--- src/rtl/axi4_m_rd_mo_if.sv ---
// AXI4 read-address and read-data channels used by the multi-outstanding read master.
//   master modport : drives AR payload/valid and rready, receives arready and R beats
//   slave modport  : the memory-side view of the same signals
interface axi4_m_rd_mo_if #(
  parameter int TAGW = 3,
  parameter int ADRW = 64,
  parameter int DATW = 256
);
  logic [TAGW-1:0] arid;
  logic [ADRW-1:0] araddr;
  logic [7:0]      arlen;
  logic [2:0]      arsize;
  logic [1:0]      arburst;
  logic            arvalid;
  logic            arready;
  logic [TAGW-1:0] rid;
  logic [DATW-1:0] rdata;
  logic [1:0]      rresp;
  logic            rlast;
  logic            rvalid;
  logic            rready;

  modport master (
    output arid, araddr, arlen, arsize, arburst, arvalid,
    input  arready,
    input  rid, rdata, rresp, rlast, rvalid,
    output rready
  );

  modport slave (
    input  arid, araddr, arlen, arsize, arburst, arvalid,
    output arready,
    output rid, rdata, rresp, rlast, rvalid,
    input  rready
  );
endinterface

--- src/rtl/axi4_m_rd_mo.sv ---
// Multi-outstanding AXI4 read master for the cosim PCIe bridge.
// Host read requests are queued, issued as AR bursts with distinct IDs (up to
// MAXOUT in flight), and returned R beats are tagged with the sequence number
// of the request that caused them.
// Ports:
//   i_clk, i_rst                 clock, synchronous active-high reset
//   req_addr/len/valid/ready     request input (len = beats - 1)
//   m_axi (master modport)       AXI4 AR and R channels
//   o_cpl_seq/data/resp/last     completion beat, o_cpl_valid / i_cpl_ready handshake
//   o_inflight                   bursts issued whose rlast has not been accepted
//   o_err                        sticky error (bad rresp, unknown rid, 4KB crossing)
module axi4_m_rd_mo #(
  parameter int         TAGW   = 3,
  parameter int         ADRW   = 64,
  parameter int         DATW   = 256,
  parameter logic [2:0] SIZE   = 3'b101,
  parameter int         QDEPTH = 4,
  parameter int         MAXOUT = 4,
  parameter int         SEQW   = 8
) (
  input  logic                         i_clk,
  input  logic                         i_rst,
  input  logic [ADRW-1:0]              req_addr,
  input  logic [7:0]                   req_len,
  input  logic                         req_valid,
  output logic                         req_ready,
  axi4_m_rd_mo_if.master               m_axi,
  output logic [SEQW-1:0]              o_cpl_seq,
  output logic [DATW-1:0]              o_cpl_data,
  output logic [1:0]                   o_cpl_resp,
  output logic                         o_cpl_last,
  output logic                         o_cpl_valid,
  input  logic                         i_cpl_ready,
  output logic [$clog2(MAXOUT+1)-1:0]  o_inflight,
  output logic                         o_err
);
  localparam int NID   = 2**TAGW;
  localparam int QAW   = $clog2(QDEPTH);
  localparam int INW   = $clog2(MAXOUT+1);
  localparam int STBW  = DATW/8;
  localparam int SHIFT = $clog2(STBW);

  logic [ADRW-1:0] q_addr [QDEPTH];
  logic [7:0]      q_len  [QDEPTH];
  logic [SEQW-1:0] q_seq  [QDEPTH];
  logic [QAW:0]    wr_ptr, rd_ptr;
  logic [SEQW-1:0] seq_cnt;
  logic            fifo_empty, fifo_full, enq, head_avail;
  logic [ADRW-1:0] head_addr;
  logic [7:0]      head_len;
  logic [SEQW-1:0] head_seq;

  logic [NID-1:0]  busy, busy_set, busy_clr;
  logic [SEQW-1:0] seq_tab [NID];
  logic            free_found;
  logic [TAGW-1:0] free_id;
  logic [INW-1:0]  inflight;

  logic            ar_load, cross_4k;
  logic [31:0]     span;
  logic            arvalid_q;
  logic [TAGW-1:0] arid_q;
  logic [ADRW-1:0] araddr_q;
  logic [7:0]      arlen_q;

  logic            rready_int, r_acc, r_hit, r_fwd, r_free;
  logic            cpl_valid_q, cpl_last_q;
  logic [SEQW-1:0] cpl_seq_q;
  logic [DATW-1:0] cpl_data_q;
  logic [1:0]      cpl_resp_q;
  logic            err_q;

  assign fifo_empty = (wr_ptr == rd_ptr);
  assign fifo_full  = (wr_ptr[QAW] != rd_ptr[QAW]) && (wr_ptr[QAW-1:0] == rd_ptr[QAW-1:0]);
  // Full is judged on registered state only, so a same-cycle dequeue never frees a slot.
  assign enq        = req_valid & ~fifo_full;
  // An empty FIFO lets an arriving request bypass straight into the AR register.
  assign head_avail = ~fifo_empty | enq;

  always_comb begin
    head_addr = q_addr[rd_ptr[QAW-1:0]];
    head_len  = q_len[rd_ptr[QAW-1:0]];
    head_seq  = q_seq[rd_ptr[QAW-1:0]];
    if (fifo_empty) begin
      head_addr = req_addr;
      head_len  = req_len;
      head_seq  = seq_cnt;
    end
  end

  // Lowest-numbered free ID: scan downward so the last hit is the smallest index.
  always_comb begin
    free_found = 1'b0;
    free_id    = '0;
    for (int i = NID-1; i >= 0; i--) begin
      if (!busy[i]) begin
        free_found = 1'b1;
        free_id    = TAGW'(i);
      end
    end
  end

  assign span     = 32'(head_addr[11:0]) + ((32'(head_len) + 32'd1) << SHIFT);
  assign cross_4k = (span > 32'd4096);
  assign ar_load  = (~arvalid_q | m_axi.arready) & head_avail &
                    (inflight < INW'(MAXOUT)) & free_found;

  assign rready_int = ~cpl_valid_q | i_cpl_ready;
  assign r_acc      = m_axi.rvalid & rready_int;
  assign r_hit      = busy[m_axi.rid];
  assign r_fwd      = r_acc & r_hit;
  assign r_free     = r_fwd & m_axi.rlast;
  assign busy_set   = ar_load ? (NID'(1) << free_id) : '0;
  assign busy_clr   = r_free ? (NID'(1) << m_axi.rid) : '0;

  always_ff @(posedge i_clk) begin
    if (enq) begin
      q_addr[wr_ptr[QAW-1:0]] <= req_addr;
      q_len[wr_ptr[QAW-1:0]]  <= req_len;
      q_seq[wr_ptr[QAW-1:0]]  <= seq_cnt;
    end
    if (ar_load) begin
      seq_tab[free_id] <= head_seq;
    end
  end

  always_ff @(posedge i_clk) begin
    if (i_rst) begin
      wr_ptr      <= '0;
      rd_ptr      <= '0;
      seq_cnt     <= '0;
      busy        <= '0;
      inflight    <= '0;
      arvalid_q   <= 1'b0;
      arid_q      <= '0;
      araddr_q    <= '0;
      arlen_q     <= '0;
      cpl_valid_q <= 1'b0;
      cpl_seq_q   <= '0;
      cpl_data_q  <= '0;
      cpl_resp_q  <= '0;
      cpl_last_q  <= 1'b0;
      err_q       <= 1'b0;
    end else begin
      if (enq) begin
        wr_ptr  <= wr_ptr + 1'b1;
        seq_cnt <= seq_cnt + 1'b1;
      end
      if (ar_load) begin
        rd_ptr    <= rd_ptr + 1'b1;
        arvalid_q <= 1'b1;
        arid_q    <= free_id;
        araddr_q  <= head_addr;
        arlen_q   <= head_len;
      end else if (m_axi.arready) begin
        arvalid_q <= 1'b0;
      end
      // A freed ID is only seen as free from the next cycle because busy is registered.
      busy     <= (busy | busy_set) & ~busy_clr;
      inflight <= inflight + INW'(ar_load) - INW'(r_free);
      if (r_fwd) begin
        cpl_seq_q  <= seq_tab[m_axi.rid];
        cpl_data_q <= m_axi.rdata;
        cpl_resp_q <= m_axi.rresp;
        cpl_last_q <= m_axi.rlast;
      end
      cpl_valid_q <= r_fwd | (cpl_valid_q & ~i_cpl_ready);
      if ((r_fwd && m_axi.rresp != 2'b00) || (r_acc && !r_hit) || (ar_load && cross_4k)) begin
        err_q <= 1'b1;
      end
    end
  end

  // Outputs are forced low for the whole reset assertion, not just after the reset edge.
  assign req_ready      = ~i_rst & ~fifo_full;
  assign m_axi.arid     = i_rst ? '0 : arid_q;
  assign m_axi.araddr   = i_rst ? '0 : araddr_q;
  assign m_axi.arlen    = i_rst ? '0 : arlen_q;
  assign m_axi.arsize   = SIZE;
  assign m_axi.arburst  = 2'b01;
  assign m_axi.arvalid  = ~i_rst & arvalid_q;
  assign m_axi.rready   = ~i_rst & rready_int;
  assign o_cpl_seq      = i_rst ? '0 : cpl_seq_q;
  assign o_cpl_data     = i_rst ? '0 : cpl_data_q;
  assign o_cpl_resp     = i_rst ? '0 : cpl_resp_q;
  assign o_cpl_last     = ~i_rst & cpl_last_q;
  assign o_cpl_valid    = ~i_rst & cpl_valid_q;
  assign o_inflight     = i_rst ? '0 : inflight;
  assign o_err          = ~i_rst & err_q;
endmodule

--- src/flat_wrapper.sv ---
// flat-port wrapper written by rule: the top's interface ports become plain ports
module axi4_m_rd_mo_flat 
#(
  parameter int         TAGW   = 3,
  parameter int         ADRW   = 64,
  parameter int         DATW   = 256,
  parameter logic [2:0] SIZE   = 3'b101,
  parameter int         QDEPTH = 4,
  parameter int         MAXOUT = 4,
  parameter int         SEQW   = 8
)
  (i_clk, i_rst, req_addr, req_len, req_valid, req_ready, o_cpl_seq, o_cpl_data, o_cpl_resp, o_cpl_last, o_cpl_valid, i_cpl_ready, o_inflight, o_err, m_axi_arid, m_axi_araddr, m_axi_arlen, m_axi_arsize, m_axi_arburst, m_axi_arvalid, m_axi_arready, m_axi_rid, m_axi_rdata, m_axi_rresp, m_axi_rlast, m_axi_rvalid, m_axi_rready);
  axi4_m_rd_mo_if #(.TAGW(TAGW), .ADRW(ADRW), .DATW(DATW)) m_axi_i ();
  input  logic i_clk;
  input  logic i_rst;
  input  logic [ADRW-1:0] req_addr;
  input  logic [7:0] req_len;
  input  logic req_valid;
  output logic req_ready;
  output logic [SEQW-1:0] o_cpl_seq;
  output logic [DATW-1:0] o_cpl_data;
  output logic [1:0] o_cpl_resp;
  output logic o_cpl_last;
  output logic o_cpl_valid;
  input  logic i_cpl_ready;
  output logic [$clog2(MAXOUT+1)-1:0] o_inflight;
  output logic o_err;
  output wire logic [$bits(m_axi_i.arid)-1:0] m_axi_arid;
  output wire logic [$bits(m_axi_i.araddr)-1:0] m_axi_araddr;
  output wire logic [$bits(m_axi_i.arlen)-1:0] m_axi_arlen;
  output wire logic [$bits(m_axi_i.arsize)-1:0] m_axi_arsize;
  output wire logic [$bits(m_axi_i.arburst)-1:0] m_axi_arburst;
  output wire logic [$bits(m_axi_i.arvalid)-1:0] m_axi_arvalid;
  input wire logic [$bits(m_axi_i.arready)-1:0] m_axi_arready;
  input wire logic [$bits(m_axi_i.rid)-1:0] m_axi_rid;
  input wire logic [$bits(m_axi_i.rdata)-1:0] m_axi_rdata;
  input wire logic [$bits(m_axi_i.rresp)-1:0] m_axi_rresp;
  input wire logic [$bits(m_axi_i.rlast)-1:0] m_axi_rlast;
  input wire logic [$bits(m_axi_i.rvalid)-1:0] m_axi_rvalid;
  output wire logic [$bits(m_axi_i.rready)-1:0] m_axi_rready;
  assign m_axi_arid = m_axi_i.arid;
  assign m_axi_araddr = m_axi_i.araddr;
  assign m_axi_arlen = m_axi_i.arlen;
  assign m_axi_arsize = m_axi_i.arsize;
  assign m_axi_arburst = m_axi_i.arburst;
  assign m_axi_arvalid = m_axi_i.arvalid;
  assign m_axi_i.arready = m_axi_arready;
  assign m_axi_i.rid = m_axi_rid;
  assign m_axi_i.rdata = m_axi_rdata;
  assign m_axi_i.rresp = m_axi_rresp;
  assign m_axi_i.rlast = m_axi_rlast;
  assign m_axi_i.rvalid = m_axi_rvalid;
  assign m_axi_rready = m_axi_i.rready;
  axi4_m_rd_mo #(.TAGW(TAGW), .ADRW(ADRW), .DATW(DATW), .SIZE(SIZE), .QDEPTH(QDEPTH), .MAXOUT(MAXOUT), .SEQW(SEQW)) u_core (.i_clk(i_clk), .i_rst(i_rst), .req_addr(req_addr), .req_len(req_len), .req_valid(req_valid), .req_ready(req_ready), .m_axi(m_axi_i), .o_cpl_seq(o_cpl_seq), .o_cpl_data(o_cpl_data), .o_cpl_resp(o_cpl_resp), .o_cpl_last(o_cpl_last), .o_cpl_valid(o_cpl_valid), .i_cpl_ready(i_cpl_ready), .o_inflight(o_inflight), .o_err(o_err));
endmodule
--- config.mk ---
export PLATFORM = sky130hd
export DESIGN_NAME = axi4_m_rd_mo_flat
export DESIGN_NICKNAME = d
export VERILOG_FILES = /design/src/rtl/axi4_m_rd_mo_if.sv /design/src/rtl/axi4_m_rd_mo.sv /design/src/flat_wrapper.sv
export SDC_FILE = /design/constraint.sdc
export NUM_CORES = 1
export LEC_CHECK = 0
export ABC_CLOCK_PERIOD_IN_PS = 3800
export BUFFER_PORTS_ARGS = -buffer_cell sky130_fd_sc_hd__clkbuf_2
export CAP_MARGIN = 20
export CORE_MARGIN = 2
export CORE_UTILIZATION = 30
export DETAILED_ROUTE_END_ITERATION = 6
export GPL_ROUTABILITY_DRIVEN = 0
export SLEW_MARGIN = 20
export SYNTH_ARGS = -nofsm -noshare
export SYNTH_HDL_FRONTEND = slang
export SYNTH_SLANG_ARGS = --single-unit
--- constraint.sdc ---
create_clock -name i_clk -period 3.8 [get_ports i_clk]
set_input_delay 1.14 -clock i_clk [delete_from_list [all_inputs] [get_ports i_clk]]
set_output_delay 1.14 -clock i_clk [all_outputs]
set_load 0.02 [all_outputs]
# After elaboration in Yosys (flattened, before gate mapping)
# Memory sizes are Yosys's and may differ from the RTL's. A register that Yosys moved wholly into a read port is not among the register bits.
# Cells that the tools add are included.
[totals] register_bits=362 mem_bits_rw=384 input_bits=340 output_inout_bits=355 memories=4
[memory_table] name="u_core.q_addr" depth=4 width=64 rd=1 rd_clocked_by_memory_dff=1 wr=1 line_no="axi4_m_rd_mo.sv:43" rtl="logic [ADRW-1:0] q_addr [QDEPTH];"
[memory_table] name="u_core.seq_tab" depth=8 width=8 rd=1 rd_clocked_by_memory_dff=1 wr=1 line_no="axi4_m_rd_mo.sv:54" rtl="logic [SEQW-1:0] seq_tab [NID];"
[memory_table] name="u_core.q_len" depth=4 width=8 rd=1 rd_clocked_by_memory_dff=1 wr=1 line_no="axi4_m_rd_mo.sv:44" rtl="logic [7:0] q_len [QDEPTH];"
[memory_table] name="u_core.q_seq" depth=4 width=8 rd=1 rd_clocked_by_memory_dff=1 wr=1 line_no="axi4_m_rd_mo.sv:45" rtl="logic [SEQW-1:0] q_seq [QDEPTH];"
[classes] addsub=7 magnitude_cmp=3 n_eq_ne=3 n_shift=2 muxes=42 n_bitwise=27 reduce_logical=9
[ops] op="256-bit two-way mux" n=1
[ops] op="64-bit two-way mux" n=2
[ops] op="8-bit two-way mux" n=6
[ops] op="12-bit by 32-bit adder with 32-bit output" n=1
[ops] op="32-bit by 13-bit greater-than comparator with 1-bit output (second input constant)" n=1
[ops] op="3-bit two-way mux" n=10
[ops] op="1-bit by 3-bit << shifter with 8-bit output (first input constant)" n=2
[ops] op="1-bit two-way mux" n=15
[ops] op="1-bit bitwise AND" n=14
[ops] op="2-bit two-way mux" n=7
[ops] op="8-bit by 1-bit adder with 9-bit output (second input constant)" n=1
[ops] op="8-bit by 1-bit adder with 8-bit output (second input constant)" n=1
[ops] op="8-bit bitwise AND" n=1
[ops] op="8-bit NOT" n=1
[ops] op="8-bit OR" n=1
[ops] op="3-bit by 1-bit adder with 3-bit output (second input constant)" n=2
[ops] op="1-bit NOT" n=6
[ops] op="1-bit logical AND" n=4
[ops] op="3-bit by 4-bit less-than comparator with 1-bit output (second input constant)" n=1
[ops] op="1-bit OR" n=4
[ops] op="2-bit nonzero test" n=2
[ops] op="3-bit by 1-bit adder with 3-bit output" n=1
[ops] op="1-bit binary-select mux with 3-bit select" n=1
[ops] op="3-bit == test" n=1
[ops] op="other kinds (6)" n=7

# Logic depth before layout (Yosys ltp)
[depth] ltp_word=12 depth_mapped=19 depth_no_buf=16

# Worst setup path before layout
# No wires, ideal clock.
[synth_timing] kind="flip-flop to flip-flop" start="register with a tool-made name" end="register u_core.err_q" setup_ps=141 arrival_ps=3749 t_required_ps=3659 path_slack_ps=-89 path_stages_with_launch=17 n_path_buf=3 period_less_slack_ps=3889 path_cell_list="dfxtp_1 -> buf_6 -> buf_8 -> clkbuf_1 -> mux4_2 -> nand2_1 -> nand2_1 -> ha_1 -> fa_1 -> xor2_1 -> a2111oi_0 -> o21a_1 -> o211ai_1 -> nor4_2 -> nand2_1 -> a211oi_2 -> a221oi_2"
[synth_lines] element="end signal: assignment" line_no="axi4_m_rd_mo.sv:143" rtl="err_q <= 1'b0;"
[synth_lines] element="end signal: assignment" line_no="axi4_m_rd_mo.sv:169" rtl="err_q <= 1'b1;"
[synth_lines] element="end: declaration" line_no="axi4_m_rd_mo.sv:71" rtl="logic err_q;"

# Final worst setup path
[layout_timing] start="register u_core.wr_ptr[2]" end="register u_core.err_q"
[layout_via] elab_chain_cells=10
[layout_lines] element="start: declaration" line_no="axi4_m_rd_mo.sv:46" rtl="logic [QAW:0] wr_ptr, rd_ptr;"
[layout_lines] element="start signal: assignment" line_no="axi4_m_rd_mo.sv:146" rtl="wr_ptr <= wr_ptr + 1'b1;"
[layout_lines] element="parallel branches: the longest is 8 deep, another holds 12-bit by 32-bit adder with 32-bit output"
[layout_lines] element="1-bit logical AND *" line_no="axi4_m_rd_mo.sv:168" rtl="if ((r_fwd && m_axi.rresp != 2'b00) || (r_acc && !r_hit) || (ar_load && cross_4k)) begin"
[layout_lines] element="1-bit logical OR *" line_no="axi4_m_rd_mo.sv:168"
# Mark *: on every way between the ends.
# A chain may end at the register's enable or synchronous reset.

==> results.txt <==
Post-synthesis sequential area ratio - 61.98%
First-pass GRT wire length - 134.2 mm
WHS Endpoint - u_core.cpl_data_q[61]
Vias post-DR - 22657
CTS tree - yes
Vias/cell - 4.633
Synth Flop Type - edfxtp_1
Slew HR - 44.88%
Final worst path period need - 3689 ps
Post-Syn Area per Cell - 11.15 sq um
Register bit total from synthesis - 756
Routed Wire Length - 92.83 mm
FF-to-FF Start - u_core.wr_ptr[2]
Peak VDD IR - 0.4799 mV
Grt total ovfl - 0
Die Footprint - 104600 sq um
Num CTS Buffers - 84
Area grow syn2layout - 27.70%
Launch point of the worst path - u_core.wr_ptr[2]
Clock tree buffer depth - 3
DRC - 0
IO Pins - 695
Hold Vio Cnt, Final - 0
Reg2reg path depth - 14
Final Util - 38.55%
Detailed Place HPWL - 64.82 mm
CP required - 4320 ps
Clk sinks - 756
Share of layout cells above drive strength 1 - 30.53%
Max cap viols - 0
Final antenna-violating net count - 0
Worst slew pin tran - 826.8 ps
Number of synthesized flops with an enable pin - 384
Number of global-route vias before repair - 21327
Asr flop ratio synth - 0%
Reg-to-Reg End - u_core.err_q
CTS H-tree depth - 3
Antenna violations before repair - 20
LEAKAGE - 14.92 nW
Part of the cycle the worst path needs - 97.07%
Critical path launch point type - flip-flop
Ys Warns - 0
Synth Cell Area - 30620 sq um
Crit Path Max Fanout - 7
Hold Crit Class - reg2reg
Synthesized instance count - 2747
Crit path setup slack, layout - 111.5 ps
Port Buffers - 689
Critical setup path kind - reg2reg
Power Total - 25.56 mW
Post-synthesis cell type count - 59
Pwr/cell area - 653.6 nW/um^2
Setup violations, final - 0
Arr. time, crit path - 4210 ps
GRT Resource Usage Total - 16.89%
Final #Nets - 3806
Clock Latency Late Sink - 660 ps
Final Slew Violations - 0
Initial cell density of the core - 30.18%
CTS root buf - clkbuf_16
Status - completed
Core Box Area - 101400 sq um
Cell Rows - 117
Worst setup EP type - flip-flop
Initial drt markers - 1483
Setup Skew - 25.01 ps
Die width - 323.5 microns
CTS Hold Buffers Added - 0
Worst hold stages - 2
Max Freq - 0.2711 GHz
Die H - 323.5 microns
Largest net degree at the start of global routing - 155
Reg2reg setup slack - 110 ps
DR WL/cell - 18.98 microns
Hold path startpoint - u_core.cpl_data_q[61]
Drt pass-1 iters - 5
Place WS - -302.6 ps
Clock transition at the registers of the reported paths - 60 ps
power by group:
part           leakage (nW)  switching [mW]  internal, mW
registers              6.58           0.401          9.59
clock network          1.34            3.40          4.68
logic                  7.00            4.34          3.14
total                  14.9            8.15          17.4
kinds of logic (layout without fill, tap and decap cells):
kind of cell    count (synthesis)  after routing  synth area share (%)
mux                           115            115                 7.816
fa+ha+maj                      18             18                0.7845
other cells                     2              9               0.02452
xor+xnor                       25             25                0.7641
compound gates                376            376                 7.293
flops                         756            756                 61.98
simple gates                 1241           1241                 18.55
buf+inv                       214            982                 2.795
layout make-up:
class | count | area (sq um)
clock inverter | 40 | 417.9
tap | 1368 | 1712
antenna | 4 | 10.01
multi-input combinational | 1780 | 10930
fill | 10126 | 62340
clock buffer | 116 | 2332
timing repair buffer | 815 | 4667
inverter | 11 | 43.79
sequential | 756 | 18990
per-layer routing:
metal,share of wire [%],GRT usage [%],vias to the layer above
li1,-,-,10864
met1,41,21.42,10908
met2,47,27.52,708
met3,8.3,5.113,153
met4,2.8,5.395,24
met5,0.16,0,-
worst max-delay path, cell delays in order, from the launching register on:
cell	delay [ps]
dfxtp_1	340
xor2_2	230
or3_4	470
mux2i_2	310
buf_4	190
xor2_1	210
ha_1	290
or2_2	310
a21oi_2	160
a21oi_2	60
xor2_1	160
nor4_2	370
nand2_1	140
a211oi_2	230
a221oi_2	80
through the flow:
| step | setup TNS (ps) | instance area, sq um | std cells | hold WS, ps |
|---|---|---|---|---|
| final | 0 | 39100 | 4890 | 446.7 |
| after global routing | -93.92 | 39100 | 4887 | 459.9 |
| after CTS | 0 | 38930 | 4875 | 448.0 |
| after detailed placement | -302.6 | 36170 | 4719 | 439.5 |
| after global placement | -326.9 | 36170 | 4719 | 434.0 |
| after floorplan | 0 | 30640 | 2750 | 431.8 |
how the worst max path moves through the flow:
| stage | endpoint | slack, ps | cells after the start |
|---|---|---|---|
| floorplan | u_core.err_q | 40 | 14 |
| global placement | u_core.err_q | -330 | 13 |
| detailed placement | u_core.err_q | -300 | 13 |
| CTS | u_core.err_q | 5 | 17 |
| global route | u_core.err_q | -90 | 16 |
| finish | u_core.err_q | 110 | 14 |
layout by cell type, fill, tap and decap left out, drive strengths merged, types with 6 or more instances in the layout:
master | netlist | final
a311oi | 59 | 59
clkbuf | 183 | 804
xor2 | 17 | 17
a21oi | 273 | 273
buf | 20 | 127
clkinv | 0 | 25
nand3 | 6 | 6
ha | 16 | 16
mux4 | 98 | 98
inv | 11 | 16
a211oi | 20 | 20
nand2 | 707 | 707
nor3 | 14 | 14
xnor2 | 8 | 8
and3 | 6 | 6
mux2i | 16 | 16
dfxtp | 372 | 372
edfxtp | 384 | 384
nor2b | 353 | 353
nor2 | 131 | 131
state kept, by name (all words and copies together), names as in the netlist, named ones only:
name,cells
u_core.cpl_data_q,256
u_core.q_addr,256
u_core.araddr_q,64
u_core.seq_tab,64
u_core.q_len,32
u_core.q_seq,32
u_core.arlen_q,8
u_core.busy,8
u_core.cpl_seq_q,8
u_core.seq_cnt,8
u_core.arid_q,3
u_core.inflight,3
u_core.rd_ptr,3
u_core.wr_ptr,3
u_core.cpl_resp_q,2
u_core.arvalid_q,1
u_core.cpl_last_q,1
u_core.cpl_valid_q,1
u_core.err_q,1
cells in the mapped netlist, types with 5 or more instances:
library cell | n | area, sq um
xor2_1 | 15 | 131.4
a21oi_1 | 273 | 1366
nand2_1 | 707 | 2654
inv_1 | 10 | 37.54
edfxtp_1 | 384 | 11530
nor2_1 | 131 | 491.7
a211oi_1 | 19 | 142.6
mux2i_1 | 15 | 150.1
a311oi_1 | 59 | 516.8
xnor2_1 | 8 | 70.07
dfxtp_1 | 372 | 7447
nor2b_1 | 353 | 2208
nand3_1 | 6 | 30.03
ha_1 | 16 | 200.2
buf_1 | 6 | 22.52
nand2b_1 | 5 | 31.28
buf_4 | 5 | 37.54
buf_2 | 6 | 30.03
mux4_2 | 95 | 2140
and3_1 | 6 | 37.54
nor3_1 | 13 | 65.06
clkbuf_1 | 183 | 686.9
timing repair:
item / in CTS / in global routing
setup buffers: 0 / 12
pin swaps: 0 / 11
resized for setup: 3 / 16
hold endpoints to repair: 0 / 0
endpoints found under the setup margin: 1 / 1
gates cloned: 0 / 0
(Power assumes the default switching activity.)
